`src/rtl/fabric_config_loader_if.sv`:
```
// Bundles the configuration byte stream and the configuration-memory write
// port of the fabric configuration loader. The master side is whoever feeds
// bytes in and watches the result; the slave side is the loader itself.
interface fabric_config_loader_if #(
   parameter int unsigned WORD_W = 33,
   parameter int unsigned ADDR_W = 4
);
   logic [7:0]        in_byte;
   logic              in_valid;
   logic              in_ready;
   logic [ADDR_W-1:0] cfg_addr;
   logic [WORD_W-1:0] cfg_word;
   logic              cfg_we;
   logic              fabric_clear;
   logic              busy;
   logic              done;
   logic              err;

   modport master (
      output in_byte, in_valid,
      input  in_ready, cfg_addr, cfg_word, cfg_we, fabric_clear, busy, done, err
   );

   modport slave (
      input  in_byte, in_valid,
      output in_ready, cfg_addr, cfg_word, cfg_we, fabric_clear, busy, done, err
   );
endinterface

```
`src/rtl/fabric_config_loader.sv`:
```
// Fabric configuration loader: receives a framed byte stream (sync byte,
// NUM_WORDS little-endian 5-byte words, XOR checksum byte), writes each
// assembled 33-bit word to the fabric configuration memory, and releases the
// fabric from clear only once a complete frame with a good checksum arrives.
module fabric_config_loader #(
   parameter int unsigned WORD_W    = 33,
   parameter int unsigned NUM_WORDS = 14,
   parameter int unsigned ADDR_W    = 4,
   parameter logic [7:0]  SYNC_BYTE = 8'hA5
) (
   input  logic                  clock,
   input  logic                  clear,
   fabric_config_loader_if.slave bus
);

   typedef enum logic [2:0] {
      S_IDLE,
      S_COLLECT,
      S_WRITE,
      S_CHECK,
      S_DONE,
      S_ERROR
   } state_e;

   localparam logic [ADDR_W-1:0] LAST_IDX  = ADDR_W'(NUM_WORDS - 1);
   localparam logic [2:0]        LAST_BYTE = 3'd4;

   state_e            state_q;
   logic [2:0]        byte_cnt_q;
   logic [ADDR_W-1:0] word_idx_q;
   logic [31:0]       asm_q;        // bytes 0..3 of the word being assembled
   logic [7:0]        csum_q;       // running XOR of payload bytes
   logic              in_ready_q;
   logic [ADDR_W-1:0] cfg_addr_q;
   logic [WORD_W-1:0] cfg_word_q;
   logic              cfg_we_q;
   logic              fabric_clear_q;
   logic              busy_q;
   logic              done_q;
   logic              err_q;

   logic              accept;
   logic [31:0]       asm_d;
   logic [7:0]        csum_d;
   logic [WORD_W-1:0] word_d;

   // A transfer happens only when the registered ready meets a valid byte.
   assign accept = bus.in_valid && in_ready_q;

   // Little-endian assembly: each new byte enters at the top and the older
   // bytes move down, so after four bytes byte0 sits in bits [7:0].
   assign asm_d  = {bus.in_byte, asm_q[31:8]};
   assign csum_d = csum_q ^ bus.in_byte;

   // The fifth byte contributes only its bit 0, which becomes word bit 32.
   assign word_d = {bus.in_byte[0], asm_q};

   // Frame-level FSM with all outputs registered alongside the state.
   always_ff @(posedge clock or negedge clear) begin
      if (!clear) begin
         state_q        <= S_IDLE;
         byte_cnt_q     <= '0;
         word_idx_q     <= '0;
         asm_q          <= '0;
         csum_q         <= '0;
         in_ready_q     <= 1'b1;
         cfg_addr_q     <= '0;
         cfg_word_q     <= '0;
         cfg_we_q       <= 1'b0;
         fabric_clear_q <= 1'b0;
         busy_q         <= 1'b0;
         done_q         <= 1'b0;
         err_q          <= 1'b0;
      end else begin
         // NOTE: non-blocking assignments throughout, so every branch below sees
         // the pre-edge register values regardless of statement order; the
         // default low here makes cfg_we a single-cycle strobe.
         cfg_we_q <= 1'b0;

         case (state_q)
            S_IDLE, S_DONE, S_ERROR: begin
               // Anything other than the sync marker is dropped on the floor.
               if (accept && (bus.in_byte == SYNC_BYTE)) begin
                  state_q        <= S_COLLECT;
                  busy_q         <= 1'b1;
                  done_q         <= 1'b0;
                  err_q          <= 1'b0;
                  fabric_clear_q <= 1'b0;
                  byte_cnt_q     <= '0;
                  word_idx_q     <= '0;
                  asm_q          <= '0;
                  csum_q         <= '0;
               end
            end

            S_COLLECT: begin
               // A sync-valued byte here is ordinary payload.
               if (accept) begin
                  csum_q <= csum_d;
                  if (byte_cnt_q == LAST_BYTE) begin
                     byte_cnt_q <= '0;
                     state_q    <= S_WRITE;
                     in_ready_q <= 1'b0;
                     cfg_we_q   <= 1'b1;
                     cfg_addr_q <= word_idx_q;
                     cfg_word_q <= word_d;
                  end else begin
                     byte_cnt_q <= byte_cnt_q + 3'd1;
                     asm_q      <= asm_d;
                  end
               end
            end

            S_WRITE: begin
               // The strobe is already on the bus; just advance the index.
               in_ready_q <= 1'b1;
               word_idx_q <= word_idx_q + 1'b1;
               state_q    <= (word_idx_q == LAST_IDX) ? S_CHECK : S_COLLECT;
            end

            S_CHECK: begin
               if (accept) begin
                  busy_q <= 1'b0;
                  if (bus.in_byte == csum_q) begin
                     state_q        <= S_DONE;
                     done_q         <= 1'b1;
                     fabric_clear_q <= 1'b1;
                  end else begin
                     state_q <= S_ERROR;
                     err_q   <= 1'b1;
                  end
               end
            end

            default: begin
               state_q    <= S_IDLE;
               in_ready_q <= 1'b1;
               busy_q     <= 1'b0;
            end
         endcase
      end
   end

   assign bus.in_ready     = in_ready_q;
   assign bus.cfg_addr     = cfg_addr_q;
   assign bus.cfg_word     = cfg_word_q;
   assign bus.cfg_we       = cfg_we_q;
   assign bus.fabric_clear = fabric_clear_q;
   assign bus.busy         = busy_q;
   assign bus.done         = done_q;
   assign bus.err          = err_q;

endmodule

```
`src/flat_wrapper.sv`:
```
// flat-port wrapper written by rule: the top's interface ports become plain ports
module fabric_config_loader_flat 
#(
   parameter int unsigned WORD_W    = 33,
   parameter int unsigned NUM_WORDS = 14,
   parameter int unsigned ADDR_W    = 4,
   parameter logic [7:0]  SYNC_BYTE = 8'hA5
)
  (clock, clear, bus_in_byte, bus_in_valid, bus_in_ready, bus_cfg_addr, bus_cfg_word, bus_cfg_we, bus_fabric_clear, bus_busy, bus_done, bus_err);
  fabric_config_loader_if #(.WORD_W(WORD_W), .ADDR_W(ADDR_W)) bus_i ();
  input  logic clock;
  input  logic clear;
  input wire logic [$bits(bus_i.in_byte)-1:0] bus_in_byte;
  input wire logic [$bits(bus_i.in_valid)-1:0] bus_in_valid;
  output wire logic [$bits(bus_i.in_ready)-1:0] bus_in_ready;
  output wire logic [$bits(bus_i.cfg_addr)-1:0] bus_cfg_addr;
  output wire logic [$bits(bus_i.cfg_word)-1:0] bus_cfg_word;
  output wire logic [$bits(bus_i.cfg_we)-1:0] bus_cfg_we;
  output wire logic [$bits(bus_i.fabric_clear)-1:0] bus_fabric_clear;
  output wire logic [$bits(bus_i.busy)-1:0] bus_busy;
  output wire logic [$bits(bus_i.done)-1:0] bus_done;
  output wire logic [$bits(bus_i.err)-1:0] bus_err;
  assign bus_i.in_byte = bus_in_byte;
  assign bus_i.in_valid = bus_in_valid;
  assign bus_in_ready = bus_i.in_ready;
  assign bus_cfg_addr = bus_i.cfg_addr;
  assign bus_cfg_word = bus_i.cfg_word;
  assign bus_cfg_we = bus_i.cfg_we;
  assign bus_fabric_clear = bus_i.fabric_clear;
  assign bus_busy = bus_i.busy;
  assign bus_done = bus_i.done;
  assign bus_err = bus_i.err;
  fabric_config_loader #(.WORD_W(WORD_W), .NUM_WORDS(NUM_WORDS), .ADDR_W(ADDR_W), .SYNC_BYTE(SYNC_BYTE)) u_core (.clock(clock), .clear(clear), .bus(bus_i));
endmodule
```
`config.mk`:
```
export PLATFORM = sky130hd
export DESIGN_NAME = fabric_config_loader_flat
export DESIGN_NICKNAME = d
export VERILOG_FILES = /design/src/rtl/fabric_config_loader_if.sv /design/src/rtl/fabric_config_loader.sv /design/src/flat_wrapper.sv
export SDC_FILE = /design/constraint.sdc
export NUM_CORES = 1
export LEC_CHECK = 0
export ABC_AREA = 1
export CAP_MARGIN = 5
export CORE_UTILIZATION = 38
export CTS_BUF_LIST = sky130_fd_sc_hd__clkbuf_8 sky130_fd_sc_hd__clkbuf_16
export DETAILED_ROUTE_END_ITERATION = 10
export PLACE_DENSITY = 0.63
export SKIP_CTS_REPAIR_TIMING = 1
export SLEW_MARGIN = 20
export SYNTH_ARGS = -nofsm -noshare
export SYNTH_HDL_FRONTEND = slang
export SYNTH_SLANG_ARGS = --single-unit
export TNS_END_PERCENT = 10
```
`constraint.sdc`:
```
create_clock -name clock -period 2.9 [get_ports clock]
set_input_delay 0.435 -clock clock [delete_from_list [all_inputs] [get_ports clock]]
set_output_delay 0.435 -clock clock [all_outputs]
set_load 0.01 [all_outputs]
```
==> run metrics <==
post-layout net count=between 400 and 500; startpoint types=register; clk sink count=92; CP max stage delay=550 ps; Clk pin slew, worst setup/hold paths=100 ps; DP HPWL=about 5200 microns; Max Fanout on Critical Path=3; Root Buffer=clkbuf_8; yosys warns=0; area of the multi-input gates=0.001279 sq mm; clk_lat worst skew=approximately 370 ps; min Tclk post-route=1885 ps; max-cap viol count=0; Final ANT Viol Nets=0; max-slew violations=0; Tcrit/Tclk final=65.01%; Fin Hold WS=94.48 ps; leak pwr=2.310 nW; Final Non-Filler Cells=605; layout cells sized above 1=14.71%; VDD IR-drop max=0.3556 mV; antenna violations before repair=0; fillcell total=994; Synth Area per Inst=9.696 sq um; Critical Path Sink Type=output port; Residual DRC=0; Place WS=754.3 ps; WL final=7699 microns; Die Ht=104.4 microns; GP Congestion=a little under 0.8; fmax=530.4 MHz; P_sw=1.731 mW; Core Rows=37; Reg-to-Reg End=u_core.byte_cnt_q[2]; post-synthesis register bit count=92; setup slack, reg-to-reg=approximately 1200 ps; Initial Util=38.95%; Overflow after GRT=0; Sequential Power Share=between 40% and 50%; Design Area, Final=approximately 0.0048 sq mm; drt via density=4.747; outcome=finished, final reports clean; Worst EP arrival=1450 ps; R2R cell count=10; ANT cells=0; sequential share of the synthesized area=between 50 and 60%; clock share of power=19.5%; final setup fails=0; vias in the first global route=~2700; CTS H-tree lvls=3; largest net degree at the start of global routing=93; normalized max-slew margin=68.27%; Worst path slowest cell=dfstp_2; CP top delay family=flip-flops; area grow syn2layout=21.00%; Die ar.=0.01090 sq mm; reg2reg start=u_core.byte_cnt_q[0]; DR vias=2872; Iteration-0 DRC Markers=approximately 140; CTS tree=built; Synth Instances=411; Sw Ratio=between 30% and 40%; gr usage total=15.09%; most common cell after layout, fill and taps aside=nand2_1; placed cell count=589; Max clock buf depth=2; Syn Std Cell Area=approximately 0.0040 sq mm; Buf/Inv on CP=1; skew final=6.550 ps; sequential cell area=between 0.002 and 0.0025 sq mm; Synth cell types=29; worst path cell trace=clkdlybuf4s50_1; I/O Buffers=53; core area=0.01023 sq mm; first-pass GRT wire length=13030 microns; WS Path Type=reg2out; syn_nets=426; drt pass-1 iters=4; Critical Path RT=2470 ps; power share of the combinational group=38.0%; slew at the pin closest to its max-slew limit=between 400 and 500 ps; die width=104.4 microns; setup ws final=slightly above 1000 ps; Setup TNS=0 ps; I/O Pins=54; DR WL/cell=12.73 microns; RSZ-0062 raised after global routing=no; power density cells=960.9 mW/mm^2; CTS Buf Count=9; internal power=2.903 mW; commonest cells after routing, fill and taps aside=nand2_1, dfrtp_1, inv_1, clkdlybuf4s50_1, o22ai_1; worst hold path type=in2async; DP Area=about 0.0046 sq mm; Fin. Hold Viols=0
[power by group through the flow]
stage                     clock network [mW]  logic, mW  registers [mW]
after global routing                   0.975       1.97            2.02
after CTS                              0.927       1.78            1.98
after global placement                     0       1.73            1.99
final                                  0.902       1.76            1.97
after detailed placement                   0       1.77            2.00
after floorplan                            0       1.06            2.04
[logic make-up (layout without fill, tap and decap cells)]
logic type | count (synthesis) | in the layout | synth area share (%)
AND/OR/NAND/NOR | 132 | 132 | 14.63
XOR/XNOR | 1 | 1 | 0.2198
AO/OA/AOI/OAI | 95 | 95 | 15.98
adder cells (fa/ha/maj) | 4 | 4 | 1.256
flip-flops | 92 | 92 | 57.80
buffers and inverters | 87 | 145 | 10.11
[state kept, by name, summed over array words and instances, names as in the netlist]
register             cells
u_core.bus.err           1
u_core.word_idx_q        4
u_core.csum_q            8
u_core.asm_q            32
u_core.bus.busy          1
u_core.bus.cfg_addr      4
u_core.byte_cnt_q        3
u_core.bus.cfg_we        1
u_core.state_q           3
u_core.bus.cfg_word     33
u_core.bus.in_ready      1
u_core.bus.done          1
[stage by stage]
step	utilization, %	power (mW)
2_1_floorplan	-	3.108
3_3_place_gp	45.13	3.717
3_5_place_dp	45.13	3.774
4_1_cts	47.13	4.686
5_1_grt	47.13	4.971
6_report	47.13	4.634
[area by class of cell]
class / count / area share [%]
tap: 136 / 3.529
timing repair buffer: 59 / 12.40
clock inverter: 7 / 1.687
clock buffer: 9 / 2.569
multi-input combinational: 232 / 26.52
inverter: 70 / 5.527
sequential: 92 / 47.77
[worst max path at each step]
| stage | startpoint | to | slack [ps] | cells after the start |
|---|---|---|---|---|
| floorplan | u_core.bus.in_ready | u_core.bus.cfg_addr[1] | 1410 | 9 |
| global placement | bus_in_byte[6] | u_core.asm_q[9] | 790 | 8 |
| detailed placement | bus_in_byte[6] | u_core.asm_q[30] | 750 | 8 |
| CTS | u_core.bus.in_ready | bus_in_ready | 1010 | 1 |
| global route | u_core.bus.in_ready | bus_in_ready | 1000 | 1 |
| finish | u_core.bus.in_ready | bus_in_ready | 1010 | 1 |
[Yosys cell counts]
cell type  instances  area [sq um]
o31ai_1            1         7.510
buf_6              7         78.83
clkbuf_1           4         15.01
nand2_4            2         22.52
o21ai_2           30         262.8
nand4_1            7         43.79
nand3_1            8         40.04
inv_2              4         15.01
dfstp_2            1         26.28
nor2_1             9         33.78
o22ai_1           34         212.7
clkinv_2           1         5.000
nor2_2             1         6.260
nor3_1             2         10.01
o21ai_0           21         105.1
a21oi_1            4         20.02
o21ai_1            4         20.02
ha_1               4         50.05
xnor2_1            1         8.760
buf_2              1         5.000
inv_4              1         6.260
nor2_4             2         22.52
a41oi_1            1         8.760
nand4_4            1         21.27
nand2_1           97         364.1
nand2_2            3         18.77
buf_4              5         37.54
inv_1             64         240.2
dfrtp_1           91          2277
[layer usage]
layer | up-vias | wire [microns] | GRT usage, %
met4 | 0 | 72 | 6.122
li1 | 1432 | - | -
met5 | - | 0 | 0
met1 | 1375 | 3779 | 21.15
met3 | 7 | 284 | 2.569
met2 | 58 | 3562 | 23.18
[worst reg2reg max path, stage by stage, from the launching register on]
cell,delay (ps)
dfrtp_1,390
inv_1,100
ha_1,150
nand2_1,100
inv_1,110
nor2_1,60
nand2_2,60
buf_4,330
inv_1,140
nand3_1,90
o21ai_0,80
Power figures use the tool's default switching activity.
